File: src/rtl/mdio_responder_pkg.sv
// Shared MDIO frame constants for the clause-22 management responder.
// Covers the opcodes, FSM states, frame bit positions and the read-only register guard.
package mdio_responder_pkg;

  typedef enum logic [3:0] {
    ST_IDLE,
    ST_ST2,
    ST_OP,
    ST_PHYAD,
    ST_REGAD,
    ST_TA,
    ST_WDATA,
    ST_RDATA,
    ST_SKIP
  } state_e;

  localparam logic [1:0] OP_WR = 2'b01;
  localparam logic [1:0] OP_RD = 2'b10;

  // 1-based frame bit index (ST first bit = 1) of the last bit of each field
  localparam logic [5:0] POS_OP_END    = 6'd4;
  localparam logic [5:0] POS_PHYAD_END = 6'd9;
  localparam logic [5:0] POS_REGAD_END = 6'd14;
  localparam logic [5:0] POS_TA_END    = 6'd16;
  localparam logic [5:0] POS_FRAME_END = 6'd32;

  localparam logic [5:0] PRE_SAT   = 6'd63;
  localparam logic [4:0] REG_ID_HI = 5'd2;
  localparam logic [4:0] REG_ID_LO = 5'd3;

  function automatic logic is_ro_reg(input logic [4:0] addr);
    return (addr == REG_ID_HI) || (addr == REG_ID_LO);
  endfunction

endpackage

File: src/rtl/mdio_regfile.sv
// 32x16 management register file with fixed PHY identifier words in regs 2 and 3.
// Provides one write port and one combinational read port.
module mdio_regfile
  import mdio_responder_pkg::*;
#(
  parameter logic [15:0] ID_HI = 16'h0141,
  parameter logic [15:0] ID_LO = 16'h0CB1
) (
  input  logic        clk,
  input  logic        rst_n,
  input  logic        we,
  input  logic [4:0]  waddr,
  input  logic [15:0] wdata,
  input  logic [4:0]  raddr,
  output logic [15:0] rdata
);

  logic [15:0] mem_r [32];

  // Register array: identifier words restored on reset and never overwritten
  always_ff @(posedge clk or negedge rst_n) begin
    if (!rst_n) begin
      for (int i = 0; i < 32; i++) mem_r[i] <= 16'h0000;
      mem_r[REG_ID_HI] <= ID_HI;
      mem_r[REG_ID_LO] <= ID_LO;
    end else if (we && !is_ro_reg(waddr)) begin
      mem_r[waddr] <= wdata;
    end
  end

  assign rdata = mem_r[raddr];

endmodule

File: src/rtl/mdio_responder.sv
// Clause-22 MDIO responder: decodes ST|OP|PHYAD|REGAD|TA|DATA frames sampled on MDC rise,
// commits writes to the register file and drives read data on MDC fall.
module mdio_responder
  import mdio_responder_pkg::*;
#(
  parameter logic [4:0]  PHY_ADDR = 5'd2,
  parameter int          PRE_MIN  = 0,
  parameter logic [15:0] ID_HI    = 16'h0141,
  parameter logic [15:0] ID_LO    = 16'h0CB1
) (
  input  logic        clk,
  input  logic        rst_n,
  input  logic        mdc,
  input  logic        mdio_in,
  output logic        mdio_out,
  output logic        mdio_oe,
  output logic        wr_stb,
  output logic [4:0]  wr_addr,
  output logic [15:0] wr_data,
  output logic        busy
);

  localparam logic [6:0] PRE_MIN_C = 7'(PRE_MIN);

  state_e      state_r;
  logic        mdc_q_r;
  logic [5:0]  pre_cnt_r;
  logic [5:0]  bit_pos_r;
  logic [14:0] sh_r;
  logic [1:0]  op_r;
  logic [4:0]  regad_r;
  logic        drv_act_r;
  logic [4:0]  drv_cnt_r;
  logic [15:0] rd_word_r;
  logic        mdio_out_r;
  logic        mdio_oe_r;
  logic        wr_stb_r;
  logic [4:0]  wr_addr_r;
  logic [15:0] wr_data_r;
  logic        busy_r;

  logic        rise_s;
  logic        fall_s;
  logic [5:0]  nxt_pos_s;
  logic        pre_ok_s;
  logic [15:0] rdata_s;

  assign rise_s    = mdc & ~mdc_q_r;
  assign fall_s    = ~mdc & mdc_q_r;
  assign nxt_pos_s = bit_pos_r + 6'd1;
  // count >= PRE_MIN, phrased so that PRE_MIN = 0 is not a constant compare
  assign pre_ok_s  = ({1'b0, pre_cnt_r} + 7'd1) > PRE_MIN_C;

  mdio_regfile #(
    .ID_HI(ID_HI),
    .ID_LO(ID_LO)
  ) u_regfile (
    .clk  (clk),
    .rst_n(rst_n),
    .we   (wr_stb_r),
    .waddr(wr_addr_r),
    .wdata(wr_data_r),
    .raddr(regad_r),
    .rdata(rdata_s)
  );

  // MDC edge history
  always_ff @(posedge clk or negedge rst_n) begin
    if (!rst_n) mdc_q_r <= 1'b0;
    else        mdc_q_r <= mdc;
  end

  // Frame FSM on MDC rise, read-data driver on MDC fall
  always_ff @(posedge clk or negedge rst_n) begin
    if (!rst_n) begin
      state_r    <= ST_IDLE;
      pre_cnt_r  <= 6'd0;
      bit_pos_r  <= 6'd0;
      sh_r       <= 15'd0;
      op_r       <= 2'b00;
      regad_r    <= 5'd0;
      drv_act_r  <= 1'b0;
      drv_cnt_r  <= 5'd0;
      rd_word_r  <= 16'h0000;
      mdio_out_r <= 1'b0;
      mdio_oe_r  <= 1'b0;
      wr_stb_r   <= 1'b0;
      wr_addr_r  <= 5'd0;
      wr_data_r  <= 16'h0000;
      busy_r     <= 1'b0;
    end else begin
      wr_stb_r <= 1'b0;
      if (rise_s) begin
        sh_r      <= {sh_r[13:0], mdio_in};
        bit_pos_r <= nxt_pos_s;
        case (state_r)
          ST_IDLE: begin
            bit_pos_r <= 6'd0;
            if (mdio_in) begin
              if (pre_cnt_r != PRE_SAT) pre_cnt_r <= pre_cnt_r + 6'd1;
            end else if (pre_ok_s) begin
              state_r   <= ST_ST2;
              bit_pos_r <= 6'd1;
              pre_cnt_r <= 6'd0;
            end else begin
              pre_cnt_r <= 6'd0;
            end
          end
          ST_ST2: state_r <= mdio_in ? ST_OP : ST_IDLE;
          ST_OP: begin
            if (nxt_pos_s == POS_OP_END) begin
              op_r <= {sh_r[0], mdio_in};
              if (({sh_r[0], mdio_in} == OP_WR) || ({sh_r[0], mdio_in} == OP_RD)) state_r <= ST_PHYAD;
              else state_r <= ST_SKIP;
            end
          end
          ST_PHYAD: begin
            if (nxt_pos_s == POS_PHYAD_END) begin
              if ({sh_r[3:0], mdio_in} == PHY_ADDR) begin
                state_r <= ST_REGAD;
                busy_r  <= 1'b1;
              end else begin
                state_r <= ST_SKIP;
              end
            end
          end
          ST_REGAD: begin
            if (nxt_pos_s == POS_REGAD_END) begin
              regad_r <= {sh_r[3:0], mdio_in};
              state_r <= ST_TA;
              if (op_r == OP_RD) begin
                drv_act_r <= 1'b1;
                drv_cnt_r <= 5'd0;
              end
            end
          end
          ST_TA: begin
            if (nxt_pos_s == POS_TA_END) state_r <= (op_r == OP_WR) ? ST_WDATA : ST_RDATA;
          end
          ST_WDATA: begin
            if (nxt_pos_s == POS_FRAME_END) begin
              wr_stb_r  <= 1'b1;
              wr_addr_r <= regad_r;
              wr_data_r <= {sh_r, mdio_in};
              busy_r    <= 1'b0;
              state_r   <= ST_IDLE;
            end
          end
          ST_RDATA, ST_SKIP: begin
            if (nxt_pos_s == POS_FRAME_END) begin
              busy_r  <= 1'b0;
              state_r <= ST_IDLE;
            end
          end
          default: state_r <= ST_IDLE;
        endcase
      end
      // Falls after REGAD: TA Z, TA zero (latch word), 16 data bits, release
      if (fall_s && drv_act_r) begin
        drv_cnt_r <= drv_cnt_r + 5'd1;
        if (drv_cnt_r == 5'd0) begin
          mdio_oe_r  <= 1'b0;
          mdio_out_r <= 1'b0;
        end else if (drv_cnt_r == 5'd1) begin
          mdio_oe_r  <= 1'b1;
          mdio_out_r <= 1'b0;
          rd_word_r  <= rdata_s;
        end else if (drv_cnt_r <= 5'd17) begin
          mdio_out_r <= rd_word_r[4'(5'd17 - drv_cnt_r)];
        end else begin
          mdio_oe_r  <= 1'b0;
          mdio_out_r <= 1'b0;
          drv_act_r  <= 1'b0;
        end
      end
    end
  end

  assign mdio_out = mdio_out_r;
  assign mdio_oe  = mdio_oe_r;
  assign wr_stb   = wr_stb_r;
  assign wr_addr  = wr_addr_r;
  assign wr_data  = wr_data_r;
  assign busy     = busy_r;

endmodule

File: config.mk
export PLATFORM = sky130hd
export DESIGN_NAME = mdio_responder
export DESIGN_NICKNAME = d
export VERILOG_FILES = /design/src/rtl/mdio_responder_pkg.sv /design/src/rtl/mdio_regfile.sv /design/src/rtl/mdio_responder.sv
export SDC_FILE = /design/constraint.sdc
export NUM_CORES = 1
export LEC_CHECK = 0
export BUFFER_PORTS_ARGS = -buffer_cell sky130_fd_sc_hd__buf_2
export CAP_MARGIN = 10
export CORE_MARGIN = 3
export CORE_UTILIZATION = 39
export CTS_BUF_LIST = sky130_fd_sc_hd__clkbuf_16
export DETAILED_ROUTE_END_ITERATION = 8
export GPL_TIMING_DRIVEN = 1
export SETUP_SLACK_MARGIN = 0.2
export SYNTH_ARGS = -nofsm -noshare
export SYNTH_HDL_FRONTEND = slang
export SYNTH_SLANG_ARGS = --single-unit
export TNS_END_PERCENT = 30
File: constraint.sdc
create_clock -name clk -period 6.3 [get_ports clk]
set_input_delay 0.315 -clock clk [delete_from_list [all_inputs] [get_ports clk]]
set_output_delay 0.315 -clock clk [all_outputs]
set_load 0.005 [all_outputs]
# After elaboration in Yosys (flattened, before gate mapping)
# Cells that the tools add are included.
[totals]
register_bits = 598
inputBits = 4
out_inout_bits = 25
word_cells = 172
[classes]
n_addsub = 5
order_cmp = 6
eq_ne = 32
mux = 51
n_bitwise = 7
n_reduce_logical = 23
[op_table]
columns = ["op", "count"]
rows = [
  ["bitwise mux 512 bit", 1],
  ["binary-select mux 16 bit (select 5 bit)", 1],
  ["demux 16 bit (select 5 bit)", 1],
  ["two-way mux 16 bit", 3],
  ["two-way mux 4 bit", 9],
  ["case mux 4 bit (7 select lines)", 1],
  ["two-way mux 5 bit", 5],
  ["two-way mux 1 bit", 24],
  ["two-way mux 6 bit", 3],
  ["== test 4 x 3 -> 1 bit, second input constant", 4],
  ["== test 5 x 2 -> 1 bit, second input constant", 3],
  ["AND reduction 3 bit", 5],
  ["!= test 2 bit, second input constant", 7],
  ["adder 6 x 1 -> 6 bit, second input constant", 2],
  ["== test 6 x 4 -> 1 bit, second input constant", 2],
  [">= comparator 6 bit, second input constant", 2],
  ["inverter 5 -> 6 bit", 2],
  ["nonzero test 2 bit", 5],
  ["== test 4 x 2 -> 1 bit, second input constant", 2],
  ["AND reduction 8 bit", 1],
  ["adder 6 x 1 -> 7 bit, second input constant", 1],
  ["greater-than comparator 7 x 1 -> 1 bit, second input constant", 1],
  ["== test 6 x 3 -> 1 bit, second input constant", 1],
  ["== test 6 x 5 -> 1 bit, second input constant", 1],
  ["other kinds (28)", 37],
]

# Longest topological paths before layout
# Gate-level depths: netlist of run 1.
[logic_depth]
depth_word = 9
mapped_depth = 9
depth_no_buf = 7

# Cells and area by module
# Synthesis of run 1 repeated with hierarchy kept, for this count alone.
[hier_totals]
hier_cells = 2108
hier_area_um2 = 27879.2
[modules_own_cells]
columns = ["mod", "instances", "cells_each", "area_per_inst_um2", "seq_area_each_um2"]
rows = [
  ["mdio_regfile", 1, 1725, 23680.2, 12823.5],
  ["mdio_responder", 1, 383, 4199.0, 2152.1],
]

# Least setup slack after synthesis of run 1
# OpenSTA, ideal clock, no wires.
[synth_timing]
kind = "register to register"
start = "reg bit_pos_r[1]"
end = "reg wr_data_r[11], in the netlist wr_data[11]"
setup_ps = 125
t_arrival_ps = 2374
required_ps = 6175
setup_slack_ps = 3801
path_stages_with_launch = 9
n_path_buf = 2
path_cell_list = "dfrtp_1 ha_1 buf_2 nor4b_2 a41oi_1 a2111o_1 nor4_4 buf_6 mux2_2"
[synth_between]
elab_chain_len = 3
[synth_lines]
columns = ["item", "line_no", "source"]
rows = [
  ["from (decl)", "mdio_responder.sv:28", "logic [5:0] bit_pos_r;"],
  ["from (signal assigned)", "mdio_responder.sv:95", "bit_pos_r <= nxt_pos_s;"],
  ["adder 6 x 1 -> 6 bit", "mdio_responder.sv:50", "assign nxt_pos_s = bit_pos_r + 6'd1;"],
  ["== test 6 bit", "mdio_responder.sv:141", "if (nxt_pos_s == POS_FRAME_END) begin"],
  ["AND reduction 3 bit (no source line)", "--", ""],
  ["to (signal assigned)", "mdio_responder.sv:144", "wr_data_r <= {sh_r, mdio_in};"],
  ["to (decl)", "mdio_responder.sv:39", "logic [15:0] wr_data_r;"],
]
# No other way between the ends.
# A chain may end at the register's enable or synchronous reset.

# Worst setup path after layout of run 1
[layout_timing]
start = "reg regad_r[1]"
end = "reg rd_word_r[14]"
[layout_between]
elab_chain_len = 4
[layout_lines]
columns = ["item", "line_no", "source"]
rows = [
  ["from (decl)", "mdio_responder.sv:31", "logic [4:0] regad_r;"],
  ["from (signal assigned)", "mdio_responder.sv:129", "regad_r <= {sh_r[3:0], mdio_in};"],
  ["inverter 5 -> 6 bit (implied by the code)", "mdio_regfile.sv:31", "assign rdata = mem_r[raddr];"],
  ["binary-select mux 16 bit (select 5 bit)", "mdio_regfile.sv:31", ""],
  ["two-way mux 16 bit (implied by the code) (2 in series)", "mdio_regfile.sv:31", ""],
  ["to (signal assigned)", "mdio_responder.sv:167", "rd_word_r <= rdata_s;"],
  ["to (decl)", "mdio_responder.sv:34", "logic [15:0] rd_word_r;"],
]
# No other way between the ends. The select of a mux whose other input is x is not followed.

==> results of run 1 <==
-- critical path, cell delays in order, from the launching register on --
cell and delay [ns]:
dfrtp_4 1.14, buf_4 0.63, mux4_2 0.40, mux4_2 0.52
mux2i_1 0.14, o21ai_0 0.10
-- registers in the layout (all words and copies together) (netlist names), 2 cells and up --
| name | cells |
|---|---|
| u_regfile.mem_r | 512 |
| rd_word_r | 16 |
| wr_data | 16 |
| sh_r | 15 |
| bit_pos_r | 6 |
| pre_cnt_r | 6 |
| drv_cnt_r | 5 |
| regad_r | 5 |
| wr_addr | 5 |
| state_r | 4 |
| op_r | 2 |
-- final cells by class --
| type | instances | share of cell area [%] |
|---|---|---|
| Sequential cell | 598 | 49.83 |
| Multi-Input combinational cell | 981 | 37.73 |
| Clock buffer | 69 | 5.742 |
| Tap cell | 921 | 3.832 |
| Timing Repair Buffer | 73 | 1.806 |
| Clock inverter | 52 | 0.9070 |
| Inverter | 12 | 0.1498 |
-- per-layer routing --
metal | vias up | track usage (%) | wire (um)
li1 | 6416 | - | -
met1 | 8199 | 25.87 | 30110
met2 | 281 | 28.76 | 30840
met3 | 89 | 3.716 | 2793
met4 | 0 | 4.582 | 1432
met5 | - | 0 | 0
-- power by group --
part	internal, mW	total, mW	switching, mW
sequential	3.90	4.16	0.261
clock	2.03	3.60	1.57
combinational	0.510	1.14	0.634
-- cell families (layout without fill, tap and decap cells) --
| family | after synthesis | in the layout | synth area share, % |
|---|---|---|---|
| mux | 695 | 695 | 35.71 |
| flops | 598 | 598 | 55.36 |
| simple gates | 200 | 200 | 3.621 |
| buf+inv | 193 | 206 | 2.891 |
| compound gates | 70 | 70 | 1.748 |
| fa+ha+maj | 11 | 11 | 0.5088 |
| xor+xnor | 5 | 5 | 0.1619 |
-- how the worst max path moves through the flow --
stage	slack, ns	end	cells past startpoint
2_1_floorplan	3.80	wr_data[11]$_DFFE_PN0P_	8
3_3_place_gp	3.11	rd_word_r[9]$_DFFE_PN0P_	5
3_5_place_dp	3.09	rd_word_r[9]$_DFFE_PN0P_	5
4_1_cts	3.10	rd_word_r[9]$_DFFE_PN0P_	5
5_1_grt	2.92	rd_word_r[1]$_DFFE_PN0P_	5
6_report	3.15	rd_word_r[14]$_DFFE_PN0P_	5
-- cells in the final DEF (no fill, tap or decap), types with 3 or more instances in the layout --
cell / instances
a21oi_1: 6
and2_1: 4
and3_1: 3
buf_12: 4
buf_2: 27
buf_4: 39
clkbuf_16: 69
clkinv_1: 19
clkinv_2: 8
dfrtp_1: 585
dfstp_2: 9
ha_1: 11
inv_1: 29
inv_6: 4
mux2_2: 509
mux2i_1: 19
mux4_2: 165
nand2_1: 101
nand2b_1: 8
nand3_1: 9
nand3b_1: 5
nand4b_1: 5
nor2_1: 16
nor2_2: 9
nor2_4: 3
nor2b_1: 5
nor2b_2: 3
nor3_1: 10
nor3b_1: 4
o21ai_0: 38
o31ai_1: 3
or3_1: 5
xor2_1: 4
-- stage by stage --
step	util, %	instances	hold WS, ns
3_3_place_gp	41.26	2583	0.3558
3_5_place_dp	41.26	2583	0.3569
5_1_grt	44.23	2706	0.07829
4_1_cts	44.23	2706	0.06895
2_1_floorplan	-	1772	0.01941
6_report	44.23	2706	0.09112
==> impl_metrics.json, run 1 <==
{
  "grt_pass1_wl_mm": 101.3,
  "cts_inserted_buffers": 67,
  "min-delay-start": "mdio_in",
  "final_area_um2": 30070,
  "vias": 14990,
  "grt_remaining_overflow": 0,
  "multi_input_area_um2": 11350,
  "drtAntennaViolNets": 0,
  "period_needed_ns": 3.146,
  "regToRegEndpoint": "rd_word_r[14]$_DFFE_PN0P_",
  "relSlewSlack_pct": 16.13,
  "drive_above_1_share_pct": 48.68,
  "slew_viol_final": 0,
  "fmax_mhz": 317.9,
  "grt_pass1_vias": 15780,
  "yosysMostFrequentCell": "dfrtp_1",
  "die_area_um2": 72560,
  "cts.hold.buffers_added": 2,
  "final_nets": 1748,
  "hpwlAfterDp_mm": 37.13,
  "nFillCells": 6037,
  "gp_congestion": 0.7698,
  "crit_fanout": 68,
  "grt_use_total_pct": 18.20,
  "io_buffers": 28,
  "start_util_pct": 39.79,
  "clock_path_buffers": 3,
  "drt_iter0_markers": 1182,
  "rsz0062_at_grt": "false",
  "fin_worst_skew_ns": 0.02688,
  "regArea_um2": 14990,
  "die_h_um": 269.4,
  "crit_path_start": "regad_r[1]$_DFFE_PN0P_",
  "synth_cell_types": 56,
  "min_path_cells": 3,
  "cp.required_ns": 6.74,
  "hold_viol": 0,
  "min_path_type": "primary input to register",
  "placed_area_um2": 28050,
  "finalPower_mw": 8.902,
  "ir_worst_vdd_mv": 0.2016,
  "grt_max_degree": 197,
  "critical_path_class": "register to register",
  "wire_per_inst_um": 24.09,
  "synth_area_um2": 27050,
  "postCtsSetupRepairBufs": 0,
  "yosysWarnings": 0,
  "synth_flop_cell": "dfrtp_1",
  "arrival_ns": 3.59,
  "end_kind": "register",
  "num_rows": 95,
  "start_kind": "register",
  "cts.sinks": 598,
  "synth_edf_count": 0,
  "yosysSeqAreaShare_pct": 55.36,
  "routed_wl_mm": 65.18,
  "synthDominantCellAreaShare_pct": 54.48,
  "leakagePower_nw": 14.14,
  "cts_resized": 0,
  "clkTransAtPathRegs_ns": 0.06,
  "tns_ns": 0,
  "cts_root_buf": "clkbuf_16",
  "outcome": "complete, no violations",
  "antenna_cells": 0,
  "dp_slack_ns": 3.091,
  "die_w_um": 269.4,
  "clock_latency_ns": 0.60,
  "setup_viol": 0,
  "worst_slew_pin_slew_ns": 1.255,
  "rr_worst_depth": 5,
  "fin_crit_sh_pct": 49.93,
  "synth.avg_cell_area_um2": 15.27,
  "power_density_nw_per_um2": 296.0,
  "min_to": "pre_cnt_r[1]$_DFFE_PN0P_",
  "cap_violations": 0,
  "synth_common_cells": "dfrtp_1 (589), mux2_2 (509), mux4_2 (165)",
  "synth-seq-cells": 598,
  "ios": 29,
  "cts_tree": "yes",
  "worst_slack_ns": 3.154,
  "drc": 0,
  "syn_nets": 1787,
  "htree_levels": 3,
  "rr_startpoint": "regad_r[1]$_DFFE_PN0P_",
  "areaGrowthSynthToFinish_pct": 11.17,
  "syn_inst": 1772,
  "async_flop_share_pct": 100.0,
  "r2r_setup_slack_ns": 3.15,
  "yosysTopAreaCell": "dfrtp_1",
  "dr.pass1.iters": 7,
  "routed_via_density": 5.538,
  "antenna_found_initial": 0,
  "coreArea_um2": 67990,
  "yosys-top-cells-area": "dfrtp_1 (54%), mux2_2 (21%), mux4_2 (14%)"
}
Note: power is estimated with default switching activity, not from simulation.
==> run 2, diff against run 1 <==
==> constraint.sdc (replaced) <==
create_clock -name clk -period 3.12 [get_ports clk]
set_input_delay 0.156 -clock clk [delete_from_list [all_inputs] [get_ports clk]]
set_output_delay 0.156 -clock clk [all_outputs]
set_load 0.005 [all_outputs]
==> impl_metrics.json, run 2 (synthesis gave the netlist of run 1 again) <==
{
  "p_int_mw": 13.83,
  "cap_violations": 0,
  "grt_pass1_vias": 16160,
  "wire_per_inst_um": 23.75,
  "drt_iter0_markers": 1050,
  "drive_above_1_share_pct": 50.22,
  "ir_worst_vdd_mv": 0.3334,
  "pwr-share-comb_pct": 13.9,
  "p_sw_share_pct": 26.92,
  "arrival_ns": 3.19,
  "dp_slack_ns": 0.3372,
  "power_density_nw_per_um2": 618.2,
  "drtAntennaViolNets": 0,
  "areaGrowthSynthToFinish_pct": 13.13,
  "min_path_type": "primary input to async pin",
  "largest_reg_flops": 512,
  "outcome": "complete, no violations",
  "ios": 29,
  "gp_congestion": 0.7778,
  "coreArea_um2": 67990,
  "routed_via_density": 5.505,
  "fin_crit_sh_pct": 87.29,
  "crit_family": "compound AO/OA/AOI/OAI gates",
  "period_needed_ns": 2.724,
  "dr.pass1.iters": 5,
  "regToRegEndpoint": "wr_data[7]$_DFFE_PN0P_",
  "cts_root_buf": "clkbuf_16",
  "grt_max_degree": 113,
  "cp_slowest_cell": "a2111o_1",
  "rr_startpoint": "bit_pos_r[0]$_DFFE_PN0P_",
  "p_seq_share_pct": 44.2,
  "grt_pass1_wl_mm": 101.3,
  "die_w_um": 269.4,
  "grt_remaining_overflow": 0,
  "io_buffers": 28,
  "num_rows": 95,
  "htree_levels": 3,
  "cp_cell_sequence": "ha_2, and2_1, a41oi_1, a2111o_1, nor4_4, buf_12, mux2_2",
  "die_h_um": 269.4,
  "multi_input_area_um2": 11330,
  "grt_use_total_pct": 18.12,
  "hold_viol": 0,
  "relSlewSlack_pct": 19.32,
  "clkPwrFrac_pct": 41.9,
  "clkTransAtPathRegs_ns": 0.06,
  "nFillCells": 5991,
  "cts_inserted_buffers": 68,
  "routed_wl_mm": 64.92,
  "fmax_mhz": 367.2,
  "clock_path_buffers": 3,
  "antenna_cells": 0,
  "final_cell_mix": "dfrtp_1 (585), mux2_2 (509), mux4_2 (165)",
  "regArea_um2": 14990,
  "final_nets": 1776,
  "antenna_found_initial": 0,
  "cpPeakStageDelay_ns": 0.53,
  "power.switching_mw": 5.094,
  "vias": 15040,
  "clock_latency_ns": 0.60,
  "crit_fanout": 22,
  "start_util_pct": 39.79,
  "hpwlAfterDp_mm": 39.05,
  "drc": 0,
  "fin_worst_skew_ns": 0.02026,
  "rr_worst_depth": 7,
  "cp_num_buf_inv": 1,
  "leakagePower_nw": 14.40,
  "slew_viol_final": 0,
  "final_common_cell": "dfrtp_1",
  "holdWs_ns": 0.1312,
  "setup_viol": 0,
  "worst_slack_ns": 0.3965,
  "cp.required_ns": 3.59,
  "worst_slew_pin_slew_ns": 1.210,
  "end_kind": "register",
  "critical_path_class": "register to register",
  "start_kind": "register",
  "tns_ns": 0,
  "r2r_setup_slack_ns": 0.40,
  "cts_tree": "yes",
  "die_area_um2": 72560,
  "cts.sinks": 598,
  "regMostFlops": "u_regfile.mem_r",
  "rsz0062_at_grt": "false"
}
==> run 2: layer usage <==
| metal | share of wire, % | vias up | global-route usage, % | wire, um |
|---|---|---|---|---|
| li1 | - | 6457 | - | - |
| met1 | 47 | 8217 | 25.88 | 30310 |
| met2 | 47 | 284 | 28.78 | 30640 |
| met3 | 4.2 | 86 | 3.636 | 2743 |
| met4 | 1.9 | 0 | 4.096 | 1224 |
| met5 | 0 | - | 0 | 0 |
==> run 2: worst reg2reg max path: stages, from the launching register on <==
cell and delay (ns):
dfrtp_1 0.52, ha_2 0.35, and2_1 0.16, a41oi_1 0.15, a2111o_1 0.53, nor4_4 0.30, buf_12 0.23, mux2_2 0.36
==> run 2: power groups by stage <==
stage | logic [mW] | registers [mW] | clock network [mW]
4_1_cts | 2.68 | 8.37 | 8.14
5_1_grt | 2.85 | 8.39 | 8.48
3_5_place_dp | 2.68 | 8.51 | 0
3_3_place_gp | 2.67 | 8.50 | 0
6_report | 2.62 | 8.36 | 7.94
2_1_floorplan | 2.06 | 8.08 | 0
==> run 2: repair_timing <==
action                     in CTS  in global routing
gates resized for setup         0                  1
hold endpoints to repair       67                  0
hold buffers                    3                  0
buffers inserted                0                  2
setup endpoints to repair       0                 23
==> run 2: worst max path at each step <==
stage,startpoint,cells past startpoint,to
after floorplan,bit_pos_r[1]$_DFFE_PN0P_,8,wr_data[11]$_DFFE_PN0P_
after global placement,bit_pos_r[0]$_DFFE_PN0P_,7,wr_addr[3]$_DFFE_PN0P_
after detailed placement,bit_pos_r[0]$_DFFE_PN0P_,7,wr_data[7]$_DFFE_PN0P_
after CTS,bit_pos_r[0]$_DFFE_PN0P_,7,wr_data[7]$_DFFE_PN0P_
after global routing,bit_pos_r[0]$_DFFE_PN0P_,7,state_r[0]$_DFFE_PN0P_
final,bit_pos_r[0]$_DFFE_PN0P_,7,wr_data[7]$_DFFE_PN0P_
==> run 2: through the flow <==
| stage | cells | area [um^2] | util [%] | power [mW] |
|---|---|---|---|---|
| 2_1_floorplan | 1772 | 27050 | - | 10.13 |
| 3_3_place_gp | 2607 | 28340 | 41.69 | 11.16 |
| 3_5_place_dp | 2607 | 28340 | 41.69 | 11.18 |
| 4_1_cts | 2731 | 30590 | 44.99 | 19.19 |
| 5_1_grt | 2733 | 30600 | 45.01 | 19.73 |
| 6_report | 2733 | 30600 | 45.01 | 18.92 |
==> run 2: cell type report <==
| class | instances | area share (%) |
|---|---|---|
| timing repair buffer | 100 | 2.854 |
| multi-input combinational | 981 | 37.04 |
| tap | 921 | 3.766 |
| clock buffer | 70 | 5.724 |
| clock inverter | 51 | 1.505 |
| sequential | 598 | 48.97 |
| inverter | 12 | 0.1472 |
